$ cat src/rtl/program_loader.sv
// program_loader: receives a byte-stream program image (count, 4-byte
// instructions MSB first, XOR checksum), writes each instruction into program
// memory and releases the processor from reset only after a good checksum.
module program_loader #(
  parameter int ADDR_W  = 8,
  parameter int INSTR_W = 29
) (
  input  logic               in_clk,
  input  logic               in_rst,
  input  logic               in_start,
  input  logic [7:0]         in_byte,
  input  logic               in_byte_valid,
  output logic               out_byte_ready,
  output logic               out_pm_wr_en,
  output logic [ADDR_W-1:0]  out_pm_wr_add,
  output logic [INSTR_W-1:0] out_pm_wr_instruction,
  output logic               out_cpu_rst,
  output logic               out_done,
  output logic               out_error
);

  typedef enum logic [2:0] {
    ST_IDLE  = 3'd0,
    ST_COUNT = 3'd1,
    ST_DATA  = 3'd2,
    ST_WRITE = 3'd3,
    ST_CHECK = 3'd4,
    ST_DONE  = 3'd5,
    ST_ERROR = 3'd6
  } state_e;

  // Running XOR checksum over every accepted stream byte.
  function automatic logic [7:0] csum_update(input logic [7:0] csum, input logic [7:0] b);
    return csum ^ b;
  endfunction

  // The first byte of an instruction may only carry opcode bits [4:0].
  function automatic logic first_byte_bad(input logic [7:0] b);
    return (b[7:5] != 3'd0);
  endfunction

  state_e               state_q, state_d;
  logic [ADDR_W-1:0]    addr_q, addr_d;
  logic [7:0]           csum_q, csum_d;
  logic [7:0]           left_q, left_d;      // instructions still to be written
  logic [1:0]           idx_q, idx_d;        // byte position inside an instruction
  logic [23:0]          shift_q, shift_d;    // first three bytes of an instruction
  logic                 wr_en_q, wr_en_d;
  logic [ADDR_W-1:0]    wr_add_q, wr_add_d;
  logic [INSTR_W-1:0]   wr_instr_q, wr_instr_d;
  logic                 ready_q, ready_d;
  logic                 cpu_rst_q, cpu_rst_d;
  logic                 done_q, done_d;
  logic                 error_q, error_d;

  logic                 xfer_s;
  logic                 restart_s;
  logic [31:0]          word_s;

  assign xfer_s    = in_byte_valid & ready_q;
  assign restart_s = in_start & (state_q != ST_WRITE);
  assign word_s    = {shift_q, in_byte};

  // Next-state, datapath and registered-output decode.
  always_comb begin
    state_d    = state_q;
    addr_d     = addr_q;
    csum_d     = csum_q;
    left_d     = left_q;
    idx_d      = idx_q;
    shift_d    = shift_q;
    wr_add_d   = wr_add_q;
    wr_instr_d = wr_instr_q;

    if (restart_s) begin
      // Start (or abort-and-restart) wins over any simultaneous transfer.
      state_d = ST_COUNT;
      addr_d  = ADDR_W'(0);
      csum_d  = 8'd0;
      idx_d   = 2'd0;
    end else begin
      case (state_q)
        ST_COUNT: begin
          if (xfer_s) begin
            csum_d  = csum_update(csum_q, in_byte);
            left_d  = in_byte;
            idx_d   = 2'd0;
            state_d = (in_byte == 8'd0) ? ST_CHECK : ST_DATA;
          end else begin
            state_d = ST_COUNT;
          end
        end
        ST_DATA: begin
          if (xfer_s) begin
            csum_d = csum_update(csum_q, in_byte);
            if ((idx_q == 2'd0) && first_byte_bad(in_byte)) begin
              state_d = ST_ERROR;
            end else if (idx_q == 2'd3) begin
              // Last byte: present the assembled word while in WRITE.
              idx_d      = 2'd0;
              wr_add_d   = addr_q;
              wr_instr_d = word_s[INSTR_W-1:0];
              state_d    = ST_WRITE;
            end else begin
              idx_d   = idx_q + 2'd1;
              shift_d = {shift_q[15:0], in_byte};
            end
          end else begin
            state_d = ST_DATA;
          end
        end
        ST_WRITE: begin
          addr_d  = addr_q + ADDR_W'(1);
          left_d  = left_q - 8'd1;
          state_d = (left_q == 8'd1) ? ST_CHECK : ST_DATA;
        end
        ST_CHECK: begin
          if (xfer_s) begin
            state_d = (in_byte == csum_q) ? ST_DONE : ST_ERROR;
          end else begin
            state_d = ST_CHECK;
          end
        end
        ST_IDLE:  state_d = ST_IDLE;
        ST_DONE:  state_d = ST_DONE;
        ST_ERROR: state_d = ST_ERROR;
        default:  state_d = ST_IDLE;
      endcase
    end

    // Outputs are registered from the next state so they align with it.
    ready_d   = (state_d == ST_COUNT) || (state_d == ST_DATA) || (state_d == ST_CHECK);
    wr_en_d   = (state_d == ST_WRITE);
    cpu_rst_d = (state_d != ST_DONE);
    done_d    = (state_d == ST_DONE);
    error_d   = (state_d == ST_ERROR);
  end

  // State and output registers with synchronous reset.
  always_ff @(posedge in_clk) begin
    if (in_rst) begin
      state_q    <= ST_IDLE;
      addr_q     <= ADDR_W'(0);
      csum_q     <= 8'd0;
      left_q     <= 8'd0;
      idx_q      <= 2'd0;
      shift_q    <= 24'd0;
      wr_en_q    <= 1'b0;
      wr_add_q   <= ADDR_W'(0);
      wr_instr_q <= INSTR_W'(0);
      ready_q    <= 1'b0;
      cpu_rst_q  <= 1'b1;
      done_q     <= 1'b0;
      error_q    <= 1'b0;
    end else begin
      state_q    <= state_d;
      addr_q     <= addr_d;
      csum_q     <= csum_d;
      left_q     <= left_d;
      idx_q      <= idx_d;
      shift_q    <= shift_d;
      wr_en_q    <= wr_en_d;
      wr_add_q   <= wr_add_d;
      wr_instr_q <= wr_instr_d;
      ready_q    <= ready_d;
      cpu_rst_q  <= cpu_rst_d;
      done_q     <= done_d;
      error_q    <= error_d;
    end
  end

  // A reset arriving during WRITE suppresses that cycle's strobe.
  assign out_pm_wr_en          = wr_en_q & ~in_rst;
  assign out_pm_wr_add         = wr_add_q;
  assign out_pm_wr_instruction = wr_instr_q;
  assign out_byte_ready        = ready_q;
  assign out_cpu_rst           = cpu_rst_q;
  assign out_done              = done_q;
  assign out_error             = error_q;

endmodule
$ cat config.mk
export PLATFORM = sky130hd
export DESIGN_NAME = program_loader
export DESIGN_NICKNAME = d
export VERILOG_FILES = /design/src/rtl/program_loader.sv
export SDC_FILE = /design/constraint.sdc
export NUM_CORES = 1
export LEC_CHECK = 0
export BUFFER_PORTS_ARGS = -buffer_cell sky130_fd_sc_hd__buf_2
export CORE_MARGIN = 2
export CORE_UTILIZATION = 25
export CTS_CLUSTER_SIZE = 28
export DETAILED_ROUTE_END_ITERATION = 10
export SLEW_MARGIN = 30
export SYNTH_ARGS = -nofsm -noshare
export SYNTH_HDL_FRONTEND = slang
export SYNTH_SLANG_ARGS = --single-unit
export TNS_END_PERCENT = 20
$ cat constraint.sdc
create_clock -name in_clk -period 1.85 [get_ports in_clk]
set_input_delay 0.2775 -clock in_clk [delete_from_list [all_inputs] [get_ports in_clk]]
set_output_delay 0.2775 -clock in_clk [all_outputs]
set_load 0.02 [all_outputs]
# [Word-level counts from Yosys, hierarchy flattened]
# Index checks and enable logic that the tools add are counted.
[totals] word_cells=76 register_bits=92 n_memories=0 mem_bits_ro=0 latch_bits=0 inputBits=12 output_inout_bits=42 ram_bits=0
[op_classes] shifts=0 reduce_logical=15 eq_ne=20 muxes=17 bitwise=8 div=0 mul=0 addsub=3 n_lt_le_gt_ge=0
[op_table] operator="$mux W3" count=7
[op_table] operator="$eq A3 B3 Y1 const B" count=6
[op_table] operator="$pmux W3 S6" count=1
[op_table] operator="$pmux W8 S2" count=1
[op_table] operator="$eq A3 B2 Y1 const B" count=4
[op_table] operator="$mux W2" count=6
[op_table] operator="$reduce_and A5 Y1" count=2
[op_table] operator="$add A8 B1 Y8 const B" count=1
[op_table] operator="$eq A8 B1 Y1 const B" count=1
[op_table] operator="$eq A8 B8 Y1" count=1
[op_table] operator="$logic_not A8 Y1" count=1
[op_table] operator="$mux W8" count=1
[op_table] operator="$sub A8 B1 Y8 const B" count=1
[op_table] operator="$xor A8 B8 Y8" count=1
[op_table] operator="$eq A3 B1 Y1 const B" count=2
[op_table] operator="$ne A2 B2 Y1 const B" count=3
[op_table] operator="$not A1 Y1" count=4
[op_table] operator="$pmux W2 S2" count=1
[op_table] operator="$reduce_and A4 Y1" count=1
[op_table] operator="$reduce_bool A2 Y1" count=2
[op_table] operator="$reduce_or A2 Y1" count=2
[op_table] operator="$and A1 B1 Y1" count=3
[op_table] operator="$ne A3 B2 Y1 const B" count=1
[op_table] operator="$ne A3 B3 Y1 const B" count=1
[op_table] operator="other kinds (8)" count=9

# [Depth between registers and ports, before layout]
# Gate-level depths: netlist (run 1).
[depth] word_depth=9 mapped_depth=9 ltp_nobuf=8

# [Worst setup path before layout (run 1)]
# Ideal clock, no wire load.
[synth_timing] path_type="input to register" from="input port in_byte[5]" to="register wr_add_q[0] (netlist: out_pm_wr_add[0])" setup_ps=132 arrival_time_ps=1728 path_slack_ps=-10 n_path_buf=3 required_ps=1718 path_stages=8 path_cell_list="clkbuf_1 > o31ai_1 > nand2b_1 > or3_1 > clkbuf_1 > buf_2 > nand2_1 > a21oi_1"
[synth_via] elab_chain_cells=4
[synth_lines] element="start: declaration" line_no="11" source="input logic [7:0] in_byte,"
[synth_lines] element="$reduce_bool A3 Y1" line_no="39" source="return (b[7:5] != 3'd0);"
[synth_lines] element="$logic_and A1 B1 Y1" line_no="96" source="if ((idx_q == 2'd0) && first_byte_bad(in_byte)) begin"
[synth_lines] element="$not A1 Y1 (no line)"
[synth_lines] element="$reduce_and A5 Y1 (no line)"
[synth_lines] element="end signal: assignment" line_no="163" source="wr_add_q <= wr_add_d;"
[synth_lines] element="end: declaration" line_no="49" source="logic [ADDR_W-1:0] wr_add_q, wr_add_d;"
# Every way passes these cells.
# A chain may end at the register's enable or synchronous reset.

# [Worst setup path after layout (run 1)]
[layout_timing] from="register left_q[4]" to="register ready_q (netlist: out_byte_ready)"
[layout_via] elab_chain_cells=7 word_cells_on_any_way=9 classes_between="4 x eq/ne; 3 x mux; 2 x reduce/logical"
[layout_lines] element="start: declaration" line_no="45" source="logic [7:0] left_q, left_d;"
[layout_lines] element="start signal: assignment" line_no="159" source="left_q <= left_d;"
[layout_lines] element="$eq A8 B1 Y1 (*)" line_no="115" source="state_d = (left_q == 8'd1) ? ST_CHECK : ST_DATA;"
[layout_lines] element="$mux W3 (*)" line_no="115"
[layout_lines] element="$pmux W3 S6 (*)" line_no="82" source="case (state_q)"
[layout_lines] element="$mux W3 (*)" line_no="75" source="if (restart_s) begin"
[layout_lines] element="$eq A3 B1 Y1 / $eq A3 B2 Y1 (equally long branches)" line_no="132" source="ready_d = (state_d == ST_COUNT) || (state_d == ST_DATA) || (state_d == ST_CHECK);"
[layout_lines] element="$logic_or A1 B1 Y1" line_no="132"
[layout_lines] element="$logic_or A1 B1 Y1 (*)" line_no="132"
[layout_lines] element="end signal: assignment" line_no="165" source="ready_q <= ready_d;"
[layout_lines] element="end: declaration" line_no="51" source="logic ready_q, ready_d;"
# Mark *: on every way between the ends. The rest lies on a longest branch, timed or not.

==> metrics.csv, run 1 <==
metric,value,unit
placed inst area,0.00447,sq mm
Yosys cell types,40,
outcome,finished with violations,
vias in the first global route,3256,
Area Overhead vs Synth,28.3,%
Worst Tran Pin Value,0.413,ns
Root Driver,clkbuf_16,
Worst EP arrival,2.17,ns
Overall Global Routing Usage,12.1,%
IO Pins,54,
WS Path Type,reg2reg,
Initial Utilization,25.8,%
DP HPWL,6.94,mm
Worst Setup SP,left_q[4],
first-pass GRT wire length,16.0,mm
sequential fraction of the synthesis area,48.7,%
CP max-delay cell,or4_4,
Yosys reg bits,92,
grt met2 use,19.8,%
sequential cell area,0.00185,sq mm
met1 usage,15.5,%
gr ovfl total,0,
Via Count,3474,
share of cells above drive strength 1,22.3,%
M3 GR Usage,3.22,%
Max Freq,520,MHz
row cnt,44,
CP Data Required Time,2.10,ns
Max-Cap Viols,0,
number of buffers created by CTS,9,
Finished Core Util,33.1,%
Setup crit end kind,flip-flop,
Max clock buf depth,2,
post-DR vias/cell,4.73,
syn_area_per_cell,7.95,sq um
fin nets,563,
"Reg clk slew, reported paths",0.07,ns
hold buffer count at CTS,0,
Routed Antenna Nets,0,
Die W,127,um
RSZ-0062 raised after global routing,true,
LEAKAGE,1.84,nW
Avg WL per Cell,13.6,um
worst path buffer plus inverter count,0,
Clock Skews,0.00644,ns
initial antenna violation count,0,
Peak VDD IR,0.537,mV
TritonCTS Sinks,92,
crit path time final,1.92,ns
area of the multi-input gates,0.00186,sq mm
Post-synth EDFFs,0,
chip height,127,um
largest net degree at the start of global routing,60,
Worst path max stage delay,0.55,ns
Final Instance Area,0.00485,sq mm
critical-path cell list,or4_4 -> nor4b_4 -> o2bb2ai_2 -> nor3_4 -> xnor2_1 -> a311oi_1,
dpl ws,-0.0768,ns
Final Cycle Share,104,%
Routed WL,9.99,mm
Worst slew margin,72.3,%
TritonRoute pass-1 iters,5,
CP startpoint kind,flip-flop,
Port Buffers,53,
power per cell area,845,mW/mm^2
Worst Hold Launch,in_byte[1],
final hold viol count,0,
DR DRC count,0,
Core Area,0.0146,sq mm
n_diodes,0,
mapped cell area,0.00378,sq mm
Crit path max-delay family,simple AND/OR/NAND/NOR gates,
ys flop type,dfxtp_1,
CTS tree,yes,
CP Max Fanout,3,
Mapped Cells,476,
Placer Congestion,0.821,
synth warn,0,
Syn Nets,493,
DIE AREA,0.0161,sq mm
layer with the highest usage,met2,
Final Slew Violations,0,
# setup viols final,1,
clk_lat worst skew,0.34,ns
Setup WS post-layout,-0.0734,ns
H-tree lvl count,3,
Worst R2R Start,left_q[4],
initial DRC count,269,
failing checks,setup timing,
HP Class,in2reg,
Async SR Flop Fraction,0,%
fillers,1537,
==> cell type report <==
| type | count | share of cell area (%) |
|---|---|---|
| Inverter | 6 | 0.464 |
| Sequential cell | 92 | 38.1 |
| Timing Repair Buffer | 89 | 12.1 |
| Tap cell | 184 | 4.75 |
| Clock inverter | 6 | 1.42 |
| Clock buffer | 10 | 4.93 |
| Multi-Input combinational cell | 348 | 38.3 |
==> cell usage in the layout, fill, tap and decap left out, types with 2 or more instances in the layout <==
cell type and count:
inv_6 2, nand4_1 3, dfxtp_2 4, o21ai_0 4, buf_2 53, dfxtp_1 88, clkbuf_16 9, nand2b_1 6
xor2_1 23, inv_1 6, a31oi_1 2, o22ai_1 2, nor3_1 4, a311oi_1 2, and2_1 2, a21oi_1 73
nor4_1 7, xnor2_1 3, nor2_1 32, buf_12 4, nand2_1 145, nand3_1 5, and3_1 2, o221ai_1 2
or3_1 3, buf_4 32, ha_1 5
==> worst reg2reg max path, stage by stage, from the launching register on <==
cell and delay (ns):
dfxtp_2 0.32, or4_4 0.55, nor4b_4 0.27, o2bb2ai_2 0.13, nor3_4 0.18, xnor2_1 0.12, a311oi_1 0.26
==> path summary, 6_finish.rpt <==
kind                                             endpoint  slack, ns  cells past startpoint
worst max-delay path                       out_byte_ready      -0.07                      6
worst min-delay path             out_pm_wr_instruction[1]       0.27                      3
worst max register to register             out_byte_ready      -0.07                      6
worst min register to register  out_pm_wr_instruction[20]       0.45                      2
==> power breakdown <==
part           switching [mW]  leakage [nW]  total (mW)  internal, mW
clock network           0.796         0.149        1.89          1.09
logic                   0.130         0.950       0.208        0.0776
registers              0.0112         0.743        2.00          1.99
total                   0.938          1.84        4.10          3.16
==> routing by layer <==
metal	share of wire, %	vias up
li1	-	1716
met1	46	1634
met2	46	107
met3	6.0	17
met4	1.4	0
met5	0	-
==> sequential cells by signal, summed over array words and instances, names as in the netlist <==
register,cells
out_byte_ready,1
out_done,1
shift_q,21
csum_q,8
out_cpu_rst,1
left_q,8
wr_en_q,1
out_pm_wr_add,8
addr_q,8
out_error,1
state_q,3
out_pm_wr_instruction,29
idx_q,2
==> Yosys cell counts (all sizes together), types with 2 or more instances <==
master / instances / area share, %
nand3: 5 / 0.66
nand4: 3 / 0.50
or3: 4 / 0.66
a311oi: 2 / 0.46
or2: 2 / 0.33
dfxtp: 92 / 49
and2: 2 / 0.33
nand2: 146 / 14
xnor2: 3 / 0.69
inv: 6 / 0.60
o21ai: 4 / 0.53
nor2: 34 / 3.4
o22ai: 2 / 0.33
a31oi: 2 / 0.33
and3: 2 / 0.33
a21oi: 74 / 9.8
nand2b: 6 / 0.99
clkbuf: 19 / 1.9
o221ai: 2 / 0.46
nor4: 9 / 1.5
xor2: 23 / 5.3
ha: 5 / 1.7
nor3: 5 / 0.96
buf: 11 / 1.4
==> through the flow <==
stage	power [mW]	TNS, ns	hold WS (ns)	instances
2_1_floorplan	2.16	0	0.414	476
3_3_place_gp	2.24	-0.0199	0.440	718
3_5_place_dp	2.24	-0.366	0.443	718
4_1_cts	4.13	-0.0715	0.263	734
5_1_grt	4.24	-0.430	0.290	735
6_report	4.10	-0.0734	0.275	735
==> logic make-up (layout without fill, tap and decap cells) <==
family / after synthesis / in the layout / synth area share [%]
xor gates and xnor gates: 26 / 26 / 6.02
AOI/OAI and AO/OA: 93 / 93 / 13.9
DFF: 92 / 92 / 48.7
muxes: 1 / 1 / 0.265
adders and majority gates: 5 / 5 / 1.65
buffers and inverters: 36 / 111 / 3.90
and+or+nand+nor: 223 / 223 / 25.6
==> what timing repair did <==
| item | CTS | global route |
|---|---|---|
| hold endpoints to repair | 0 | 0 |
| resized for setup | 1 | 13 |
| buffers inserted | 0 | 1 |
| gates cloned | 0 | 0 |
| endpoints found under the setup margin | 2 | 42 |
| pin swaps | 2 | 3 |
No activity file was read; power rests on OpenSTA's default activity.
==> inputs of run 2 (changes only) <==
--- a/config.mk
+++ b/config.mk
@@ -5,6 +5,7 @@
 export SDC_FILE = /design/constraint.sdc
 export NUM_CORES = 1
 export LEC_CHECK = 0
+export ABC_AREA = 1
 export BUFFER_PORTS_ARGS = -buffer_cell sky130_fd_sc_hd__buf_2
 export CORE_MARGIN = 2
 export CORE_UTILIZATION = 25
==> run 2 against run 1 <==
  * The run now ends clean
  * Utilization decreased by 0.81 points
  * Sequential share of layout area fell by 0.78 points
  * First-iteration DRC count rose by 28%
  * Cell area increased by 2.0%
  * Clock skew increased by 0.0028 ns
  * Hold slack got worse by 0.048 ns
  * Synthesized cell count grew 11%
  * Largest power group unchanged
  * Global-route usage up 0.81 points
  * Setup slack better by 0.21 ns
  * Sequential power about the same
  * Critical path depth increased by 5
  * Total power fell by 0.17%
==> metrics.csv, run 2 <==
metric,value,unit,change
outcome,finished clean,,was finished with violations
fillers,1702,,"was 1,537"
Crit path max-delay family,simple AND/OR/NAND/NOR gates,,unchanged
n_diodes,0,,unchanged
Placer Congestion,0.846,,was 0.821
Routed Antenna Nets,0,,unchanged
Core Area,0.0153,sq mm,was 0.0146 sq mm
first-pass GRT wire length,16.9,mm,was 16.0 mm
row cnt,45,,was 44
Worst Hold Launch,in_byte[2],,was in_byte[1]
initial antenna violation count,0,,unchanged
sequential fraction of the synthesis area,46.7,%,was 48.7%
Syn Nets,546,,was 493
fin nets,614,,was 563
Worst R2R Start,idx_q[0],,was left_q[4]
Logic pwr share,5.4,%,was 5.1%
Max clock buf depth,2,,unchanged
ys flop type,dfxtp_1,,unchanged
DR DRC count,0,,unchanged
clk_lat worst skew,0.35,ns,was 0.34 ns
Root Driver,clkbuf_16,,unchanged
Overall Global Routing Usage,12.9,%,was 12.1%
Setup crit end kind,flip-flop,,unchanged
Worst EP arrival,2.00,ns,was 2.17 ns
Flop pwr share,48.9,%,was 48.8%
TritonCTS Sinks,92,,unchanged
Via Count,3666,,"was 3,474"
Worst R2R End,out_pm_wr_instruction[4],,was out_byte_ready
"Power, Total",4.09,mW,was 4.10 mW
R2R setup slack,0.13,ns,was -0.07 ns
Die W,130,um,was 127 um
number of buffers created by CTS,9,,unchanged
Initial Utilization,25.7,%,was 25.8%
crit path time final,1.72,ns,was 1.92 ns
placed insts,793,,was 718
DIE AREA,0.0168,sq mm,was 0.0161 sq mm
Clock Skews,0.00919,ns,was 0.00644 ns
Yosys cell types,34,,was 40
WHS Path Cells,3,,unchanged
CP startpoint kind,flip-flop,,unchanged
WHS,0.227,ns,was 0.275 ns
switching pwr,0.944,mW,was 0.938 mW
switch share,23.1,%,was 22.9%
DP HPWL,7.37,mm,was 6.94 mm
Peak VDD IR,0.442,mV,was 0.537 mV
Mapped Cells,529,,was 476
critical-path cell list,inv_1 -> ha_1 -> nand2_1 -> inv_1 -> nor2_4 -> nand2_2 -> nor2_4 -> buf_12 -> clkbuf_16 -> o21ai_0 -> a21oi_1,,was or4_4 -> nor4b_4 -> o2bb2ai_2 -> nor3_4 -> xnor2_1 -> a311oi_1
chip height,130,um,was 127 um
Max Freq,582,MHz,was 520 MHz
Largest register FFs,29,,unchanged
Synth area leader,dfxtp_1,,unchanged
Max-Cap Viols,0,,unchanged
Final Slew Violations,0,,unchanged
cell with the most instances after synthesis,nor2_1,,was nand2_1
"Reg clk slew, reported paths",0.07,ns,about the same
post-DR vias/cell,4.51,,was 4.73
"most common cell after layout, fill and taps aside",nor2_1,,was nand2_1
Non-Filler Instances,813,,was 735
vias in the first global route,3296,,"was 3,256"
Yosys top cell area share,46.7,%,was 48.7%
WHS Endpoint,left_q[2],,was out_pm_wr_instruction[1]
TritonRoute pass-1 iters,4,,was 5
Async SR Flop Fraction,0,%,unchanged
final hold viol count,0,,unchanged
HP Class,in2reg,,unchanged
Clock Power Share,45.7,%,was 46.1%
leading cell types by total area after synthesis,"dfxtp_1, nor2_1, o21ai_0",,"was dfxtp_1, nand2_1, a21oi_1"
CP max-delay cell,dfxtp_2,,was or4_4
most frequent cells in the layout,"nor2_1, dfxtp_1, nand2_1",,"was nand2_1, dfxtp_1, a21oi_1"
Worst path max stage delay,0.33,ns,was 0.55 ns
largest net degree at the start of global routing,50,,was 60
H-tree lvl count,3,,unchanged
synth warn,0,,unchanged
Worst slew margin,70.2,%,was 72.3%
Pint,3.15,mW,was 3.16 mW
Port Buffers,53,,unchanged
top cells by instance count after synthesis,"nor2_1, dfxtp_1, nand2_1",,"was nand2_1, dfxtp_1, a21oi_1"
power per cell area,827,mW/mm^2,was 845 mW/mm^2
syn_area_per_cell,7.45,sq um,was 7.95 sq um
CTS tree,yes,,unchanged
share of cells above drive strength 1,19.6,%,was 22.3%
mapped cell area,0.00394,sq mm,was 0.00378 sq mm
Routed WL,10.8,mm,was 9.99 mm
Yosys reg bits,92,,unchanged
LEAKAGE,2.19,nW,was 1.84 nW
initial DRC count,343,,was 269
CP Data Required Time,2.13,ns,was 2.10 ns
IO Pins,54,,unchanged
Final Cycle Share,92.9,%,was 104%
CP Max Fanout,12,,was 3
gr ovfl total,0,,unchanged
Area Overhead vs Synth,25.6,%,was 28.3%
Post-synth EDFFs,0,,unchanged
worst path buffer plus inverter count,4,,was 0
Avg WL per Cell,13.3,um,was 13.6 um
Worst Tran Pin Value,0.446,ns,was 0.413 ns
WS Path Type,reg2reg,,unchanged
# setup viols final,0,,was 1
Reg2Reg Depth,11,,was 6
==> run 2: cell count changes after synthesis, moves of 11 or more <==
cell,previous run,this run
nand2_1,146,76
o21ai_0,4,70
nor2_1,34,99
inv_1,6,46
a21oi_1,74,37
xor2_1,23,0
a211oi_1,1,12
==> run 2: tightest hold or removal path: cells and delay by family <==
family | cells | cell delay [ns]
buf+inv | 1 | 0.13
compound gates | 1 | 0.07
simple gates | 1 | 0.06
==> run 2: area by class of cell <==
| cell class | count | area (sq um) | area share, % |
|---|---|---|---|
| inverter | 52 | 198 | 3.99 |
| clock buffer | 12 | 246 | 4.98 |
| multi-input combinational | 360 | 1780 | 36.0 |
| sequential | 92 | 1850 | 37.3 |
| clock inverter | 4 | 48.8 | 0.986 |
| timing repair buffer | 82 | 563 | 11.4 |
| tap | 211 | 264 | 5.34 |
==> run 2: through the flow <==
| stage | setup slack, ns | util, % | cell area, sq um | setup TNS (ns) |
|---|---|---|---|---|
| after floorplan | 0.277 | - | 3940 | 0 |
| after global placement | 0.0787 | 29.7 | 4550 | 0 |
| after detailed placement | 0.0243 | 29.7 | 4550 | 0 |
| after CTS | 0.0228 | 31.7 | 4850 | 0 |
| after global routing | -0.00950 | 32.3 | 4950 | -0.0150 |
| final | 0.132 | 32.3 | 4950 | 0 |
==> run 2: cells by family after synthesis <==
group                      after synthesis  share of synthesized area [%]
AOI/OAI and AO/OA                      126                           17.3
xor gates and xnor gates                 3                          0.667
adders and majority gates                5                           1.59
buffers and inverters                   77                           8.26
DFF                                     92                           46.7
and+or+nand+nor                        226                           25.4
==> run 2: what timing repair did <==
item,in CTS,in global routing
hold buffers,0,0
resized for setup,0,10
setup buffers,0,1
setup endpoints to repair,0,44
==> run 2: layer usage <==
metal  global-route usage (%)  up-vias  share of wire, %
met1                     17.5     1689                49
met3                     4.21       10               6.4
li1                         -     1890                 -
met5                        0        -                 0
met4                     3.73        0               1.0
met2                     19.6       77                44
==> run 2: power groups by stage <==
stage	Clock [mW]	Sequential, mW	Combinational [mW]
after floorplan	0	2.05	0.127
after global placement	0	2.04	0.219
after detailed placement	0	2.04	0.220
after CTS	1.93	2.00	0.221
after global routing	2.01	2.00	0.246
final	1.87	2.00	0.221
==> run 2: worst max-delay path by stage <==
| stage | from | end | slack, ns | cells after the start |
|---|---|---|---|---|
| global route | idx_q[0] | out_pm_wr_add[5] | -0.01 | 11 |
| CTS | state_q[2] | out_pm_wr_instruction[12] | 0.02 | 8 |
| floorplan | out_byte_ready | left_q[4] | 0.28 | 5 |
| finish | idx_q[0] | out_pm_wr_instruction[4] | 0.13 | 11 |
| global placement | state_q[2] | out_pm_wr_instruction[28] | 0.08 | 8 |
| detailed placement | state_q[2] | out_pm_wr_instruction[8] | 0.02 | 8 |
